`config.mk`:
```
export PLATFORM = sky130hd
export DESIGN_NAME = neuron_core_wb_initiator
export DESIGN_NICKNAME = d
export VERILOG_FILES = /design/src/rtl/neuron_core_wb_initiator.sv
export SDC_FILE = /design/constraint.sdc
export NUM_CORES = 1
export LEC_CHECK = 0
export ABC_AREA = 1
export BUFFER_PORTS_ARGS = -buffer_cell sky130_fd_sc_hd__clkbuf_2
export CORE_UTILIZATION = 51
export DETAILED_ROUTE_END_ITERATION = 12
export PLACE_DENSITY_LB_ADDON = 0.2
export SLEW_MARGIN = 30
export SYNTH_ARGS = -nofsm -noshare
export SYNTH_HDL_FRONTEND = slang
export SYNTH_SLANG_ARGS = --single-unit
```
`constraint.sdc`:
```
create_clock -name wb_clk_i -period 4.6 [get_ports wb_clk_i]
set_clock_uncertainty 0.2 [all_clocks]
set_input_delay 0.92 -clock wb_clk_i [delete_from_list [all_inputs] [get_ports wb_clk_i]]
set_output_delay 0.92 -clock wb_clk_i [all_outputs]
set_load 0.01 [all_outputs]
```
`src/rtl/neuron_core_wb_initiator.sv`:
```
// Wishbone classic initiator for the neuron core slave port: one single read or
// write per region/index command, returning read data or an error flag.
module neuron_core_wb_initiator #(
    parameter logic [31:0] BASE_ADDR = 32'h3000_0000,
    parameter int unsigned TIMEOUT   = 16
) (
    input  logic        wb_clk_i,
    input  logic        wb_rst_i,
    input  logic        cmd_valid,
    output logic        cmd_ready,
    input  logic        cmd_we,
    input  logic [1:0]  cmd_region,
    input  logic [10:0] cmd_index,
    input  logic [31:0] cmd_wdata,
    output logic        rsp_valid,
    output logic [31:0] rsp_rdata,
    output logic        rsp_err,
    output logic        busy,
    output logic        wbm_cyc_o,
    output logic        wbm_stb_o,
    output logic        wbm_we_o,
    output logic [3:0]  wbm_sel_o,
    output logic [31:0] wbm_adr_o,
    output logic [31:0] wbm_dat_o,
    input  logic [31:0] wbm_dat_i,
    input  logic        wbm_ack_i
);

    typedef enum logic [1:0] {IDLE, BUS, RESP} state_t;

    localparam int CW = $clog2(TIMEOUT + 1);
    localparam logic [CW-1:0] CNT_LAST = CW'(TIMEOUT - 1);

    state_t        state_q, state_d;
    logic [CW-1:0] cnt_q, cnt_d;
    logic          cyc_q, cyc_d;
    logic          we_q, we_d;
    logic [3:0]    sel_q, sel_d;
    logic [31:0]   adr_q, adr_d;
    logic [31:0]   dat_q, dat_d;
    logic [31:0]   rdata_q, rdata_d;
    logic          err_q, err_d;
    logic [14:0]   enc_off;

    // Core address map: region in [14:13]; params are 16-byte strided, words 4-byte.
    always_comb begin
        enc_off = '0;
        case (cmd_region)
            2'b00:   enc_off = {2'b00, cmd_index, 2'b00};
            2'b01:   enc_off = {2'b01, 4'b0000, cmd_index[4:0], 4'b0000};
            2'b10:   enc_off = {2'b10, cmd_index, 2'b00};
            default: enc_off = '0;
        endcase
    end

    always_comb begin
        state_d = state_q;
        cnt_d   = cnt_q;
        cyc_d   = cyc_q;
        we_d    = we_q;
        sel_d   = sel_q;
        adr_d   = adr_q;
        dat_d   = dat_q;
        rdata_d = rdata_q;
        err_d   = err_q;
        case (state_q)
            IDLE: begin
                if (cmd_valid) begin
                    cnt_d = '0;
                    if (cmd_region == 2'b11) begin
                        state_d = RESP;
                        err_d   = 1'b1;
                        rdata_d = '0;
                    end else begin
                        state_d = BUS;
                        cyc_d   = 1'b1;
                        we_d    = cmd_we;
                        sel_d   = 4'hF;
                        adr_d   = BASE_ADDR | {17'b0, enc_off};
                        dat_d   = cmd_we ? cmd_wdata : '0;
                    end
                end
            end
            BUS: begin
                // An ack arriving in the expiry cycle still completes normally.
                if (wbm_ack_i || (cnt_q == CNT_LAST)) begin
                    state_d = RESP;
                    cnt_d   = '0;
                    cyc_d   = 1'b0;
                    we_d    = 1'b0;
                    sel_d   = '0;
                    adr_d   = '0;
                    dat_d   = '0;
                    err_d   = ~wbm_ack_i;
                    rdata_d = (wbm_ack_i && !we_q) ? wbm_dat_i : '0;
                end else begin
                    cnt_d = cnt_q + 1'b1;
                end
            end
            RESP: begin
                state_d = IDLE;
                err_d   = 1'b0;
                rdata_d = '0;
            end
            default: state_d = IDLE;
        endcase
    end

    always_ff @(posedge wb_clk_i or posedge wb_rst_i) begin
        if (wb_rst_i) begin
            state_q <= IDLE;
            cnt_q   <= '0;
            cyc_q   <= 1'b0;
            we_q    <= 1'b0;
            sel_q   <= '0;
            adr_q   <= '0;
            dat_q   <= '0;
            rdata_q <= '0;
            err_q   <= 1'b0;
        end else begin
            state_q <= state_d;
            cnt_q   <= cnt_d;
            cyc_q   <= cyc_d;
            we_q    <= we_d;
            sel_q   <= sel_d;
            adr_q   <= adr_d;
            dat_q   <= dat_d;
            rdata_q <= rdata_d;
            err_q   <= err_d;
        end
    end

    assign cmd_ready = (state_q == IDLE);
    assign busy      = (state_q != IDLE);
    assign rsp_valid = (state_q == RESP);
    assign rsp_rdata = rdata_q;
    assign rsp_err   = err_q;
    assign wbm_cyc_o = cyc_q;
    assign wbm_stb_o = cyc_q;
    assign wbm_we_o  = we_q;
    assign wbm_sel_o = sel_q;
    assign wbm_adr_o = adr_q;
    assign wbm_dat_o = dat_q;

endmodule

```
==> out/qor.yml <==
status:
  result_of_the_run: "finished clean"
synthesis:
  post-synth-top-count-cell: "sky130_fd_sc_hd__nand2_1"
  synth_common_cells: "sky130_fd_sc_hd__nand2_1, sky130_fd_sc_hd__dfrtp_1, sky130_fd_sc_hd__nor2_1, sky130_fd_sc_hd__o21ai_0, sky130_fd_sc_hd__buf_4"
  synth_edf_count: 0
  synth_area_leaders: "sky130_fd_sc_hd__dfrtp_1, sky130_fd_sc_hd__nand2_1, sky130_fd_sc_hd__buf_4"
  syn-instance-count: 527
  synth-seq-cells: 87
  syn-mean-instance-area_um2: 7.76
  synth-warning-count: 0
  asyncSetResetFlopFracSynth: 1.00
  synth_top_area_cell: "sky130_fd_sc_hd__dfrtp_1"
  predominant_post_synthesis_flop_cell: "sky130_fd_sc_hd__dfrtp_1"
  netlist-cell-type-count: 22
  synthDominantCellAreaShare: 0.533
  synth.cell_area_mm2: 0.00409
  synth-seq-area-share: 0.533
hold_path:
  hold_end: "wbm_adr_o[13]"
  min_from: "wbm_adr_o[13]"
  min_delay_path_depth: 2
  hp-class: "flip-flop to flip-flop"
sta:
  setup-tns-final_ns: 0
  timing.final.max_slew_violations: 0
  setup_violations: 0
  slew_headroom: 0.518
  layout_min_cycle_time_ns: 2.58
  worst-slew-pin-transition_ns: 0.720
  fmax_ghz: 0.388
  timing.final.ws_setup_ns: 2.02
  endpoints_failing_hold: 0
  grt_setup_unrepaired: "no"
  layout_worst_path_cycle_share: 0.561
  fin_worst_hold_slack_ns: 0.276
drt:
  drc_markers: 0
  routedWlPerCell_um: 12.3
  first_iter_violations: 183
  routed_via_density: 4.83
  detail-route-antenna-nets: 0
  detail_route.first_pass.iterations: 5
  via_count: 3801
  routed_wirelength_mm: 9.67
final_layout:
  layoutNonFillerInstCount: 787
  fillers: 699
  fin_util: 0.658
  multiInputGateArea_mm2: 0.00160
  final_layout_net_count: 764
  layout-drive-gt1-share: 0.291
  area_delta_synth_final_pct: 24.3
  stdcell_area_mm2: 0.00508
  antennaDiodeCount: 0
  regArea_mm2: 0.00218
setup_path:
  r2r_start: "cnt_q[0]"
  worst_r2r_endpoint: "wbm_adr_o[5]"
  worstSetupEndpointType: "flip-flop"
  rrSetupSlack_ns: 2.02
  crit_path_frequent_cell: "sky130_fd_sc_hd__nand2_1"
  worstSetupPathType: "flip-flop to flip-flop"
  worst_path_largest_cell_delay_ns: 0.41
  crit_path_cell_trace: "ha_1, nand2_1, nor2_1, ha_1, nor2_1, nand2_2, nand2_4, inv_2, nand2_1, buf_4, nand2_1, nand2_1"
  timing.critical_path.from_type: "flip-flop"
  crit_arrival_ns: 2.67
  crit_required_ns: 4.69
  reg2regPathDepth: 12
  cp_max_delay_cell: "sky130_fd_sc_hd__dfrtp_1"
  timing.critical_path.fanout_max: 47
place:
  place_congestion: 0.885
  post_dp_cell_area_mm2: 0.00487
  port-buffer-count: 171
  place_worst_setup_slack_ns: 1.94
  placedCellCount: 771
  detailedPlacementHpwl_mm: 6.78
die:
  die_area_mm2: 0.00838
  rows: 32
  floorplan.core_area_mm2: 0.00773
  ios: 189
  die_height_um: 91.5
  fp.dieW_um: 91.5
  initial_standard_cell_utilization_of_the_core: 0.529
flow_run:
  max_cap_violations: 0
clock_network:
  clock_path_buffers: 2
  clock_latency_at_the_later_pin_of_the_worst_skew_pair_ns: 0.34
  tritoncts: "yes"
  post_cts.resized_instances: 0
  numCtsBuffers: 9
  cts-root-buf: "sky130_fd_sc_hd__clkbuf_8"
  cts-htree-levels: 3
  postCtsHoldBufs: 0
  cts.clk_slew.worst_paths_ns: 0.08
  cts_post_setup_buffers_inserted: 0
  clock-sinks: 87
pwr:
  peak_supply_drop_v: 0.000400
  power-per-cell-area_mw_per_mm2: 628
  cellLeakagePower_nw: 3.09
  power.total_mw: 3.19
grt:
  overall_overflow_remaining_after_global_route: 0
  grt_first_pass_wirelength_mm: 15.5
  global_route.usage.total: 0.232
  maximum_number_of_pins_on_one_net_before_global_route_repair: 56
  first_global_vias: 3493
  initial_antenna_violation_count: 0
[how the worst max path moves through the flow]
stage	start	to
after CTS	cnt_q[0]	wbm_adr_o[5]
after floorplan	wb_rst_i	cnt_q[0]
after detailed placement	wbm_ack_i	wbm_adr_o[5]
after global placement	wbm_ack_i	wbm_adr_o[5]
final	cnt_q[0]	wbm_adr_o[5]
after global routing	cnt_q[0]	wbm_adr_o[14]
[worst max-delay path: cells and delay by family (launching register included)]
family        cells  cell delay [ns]
fa+ha+maj         2             0.39
buf+inv           2             0.53
flops             1             0.41
simple gates      8             0.98
[cell type report]
| cell class | count | share of cell area |
|---|---|---|
| Clock buffer | 12 | 0.0266 |
| Tap cell | 102 | 0.0251 |
| Multi-Input combinational cell | 388 | 0.316 |
| Sequential cell | 87 | 0.428 |
| Inverter | 17 | 0.0131 |
| Clock inverter | 4 | 0.0138 |
| Timing Repair Buffer | 177 | 0.177 |
[per-layer routing]
layer,vias up,wire [µm],track usage,part of all wire
met5,-,0,0,0
met4,0,231,0.103,0.024
met3,19,666,0.0469,0.069
met2,161,4650,0.398,0.48
met1,1732,4120,0.281,0.43
li1,1889,-,-,-
[sequential cells by signal, summed over array words and instances, names as in the netlist]
signal and flops:
wbm_dat_o 32, cnt_q 5, wbm_we_o 1, wbm_sel_o 1, state_q 2, wbm_adr_o 13, rsp_err 1, rsp_rdata 32
[layout by cell type, fill, tap and decap left out, drive strengths merged]
cell type and count:
a211oi 1, a21oi 3, a22o 1, buf 6, bufinv 2, clkbuf 183
clkinv 2, conb 17, dfrtp 87, ha 2, inv 17, nand2 255
nand3 20, nor2 42, nor3 7, o21ai 38, o22ai 2
[power breakdown]
group          switching [mW]  internal, mW  leakage, nW
logic                   0.924         0.461         1.82
registers               0.185          1.06         1.16
clock network           0.252         0.305        0.104
[kinds of logic (layout without fill, tap and decap cells)]
kind of cell	Yosys count	after routing	synth area share
other	1	17	0.000917
flip-flops	87	87	0.533
AO/OA/AOI/OAI	45	45	0.0572
adder cells (fa/ha/maj)	2	2	0.00612
AND/OR/NAND/NOR	324	324	0.309
buffers and inverters	68	210	0.0937
No activity file was read; power rests on OpenSTA's default activity.
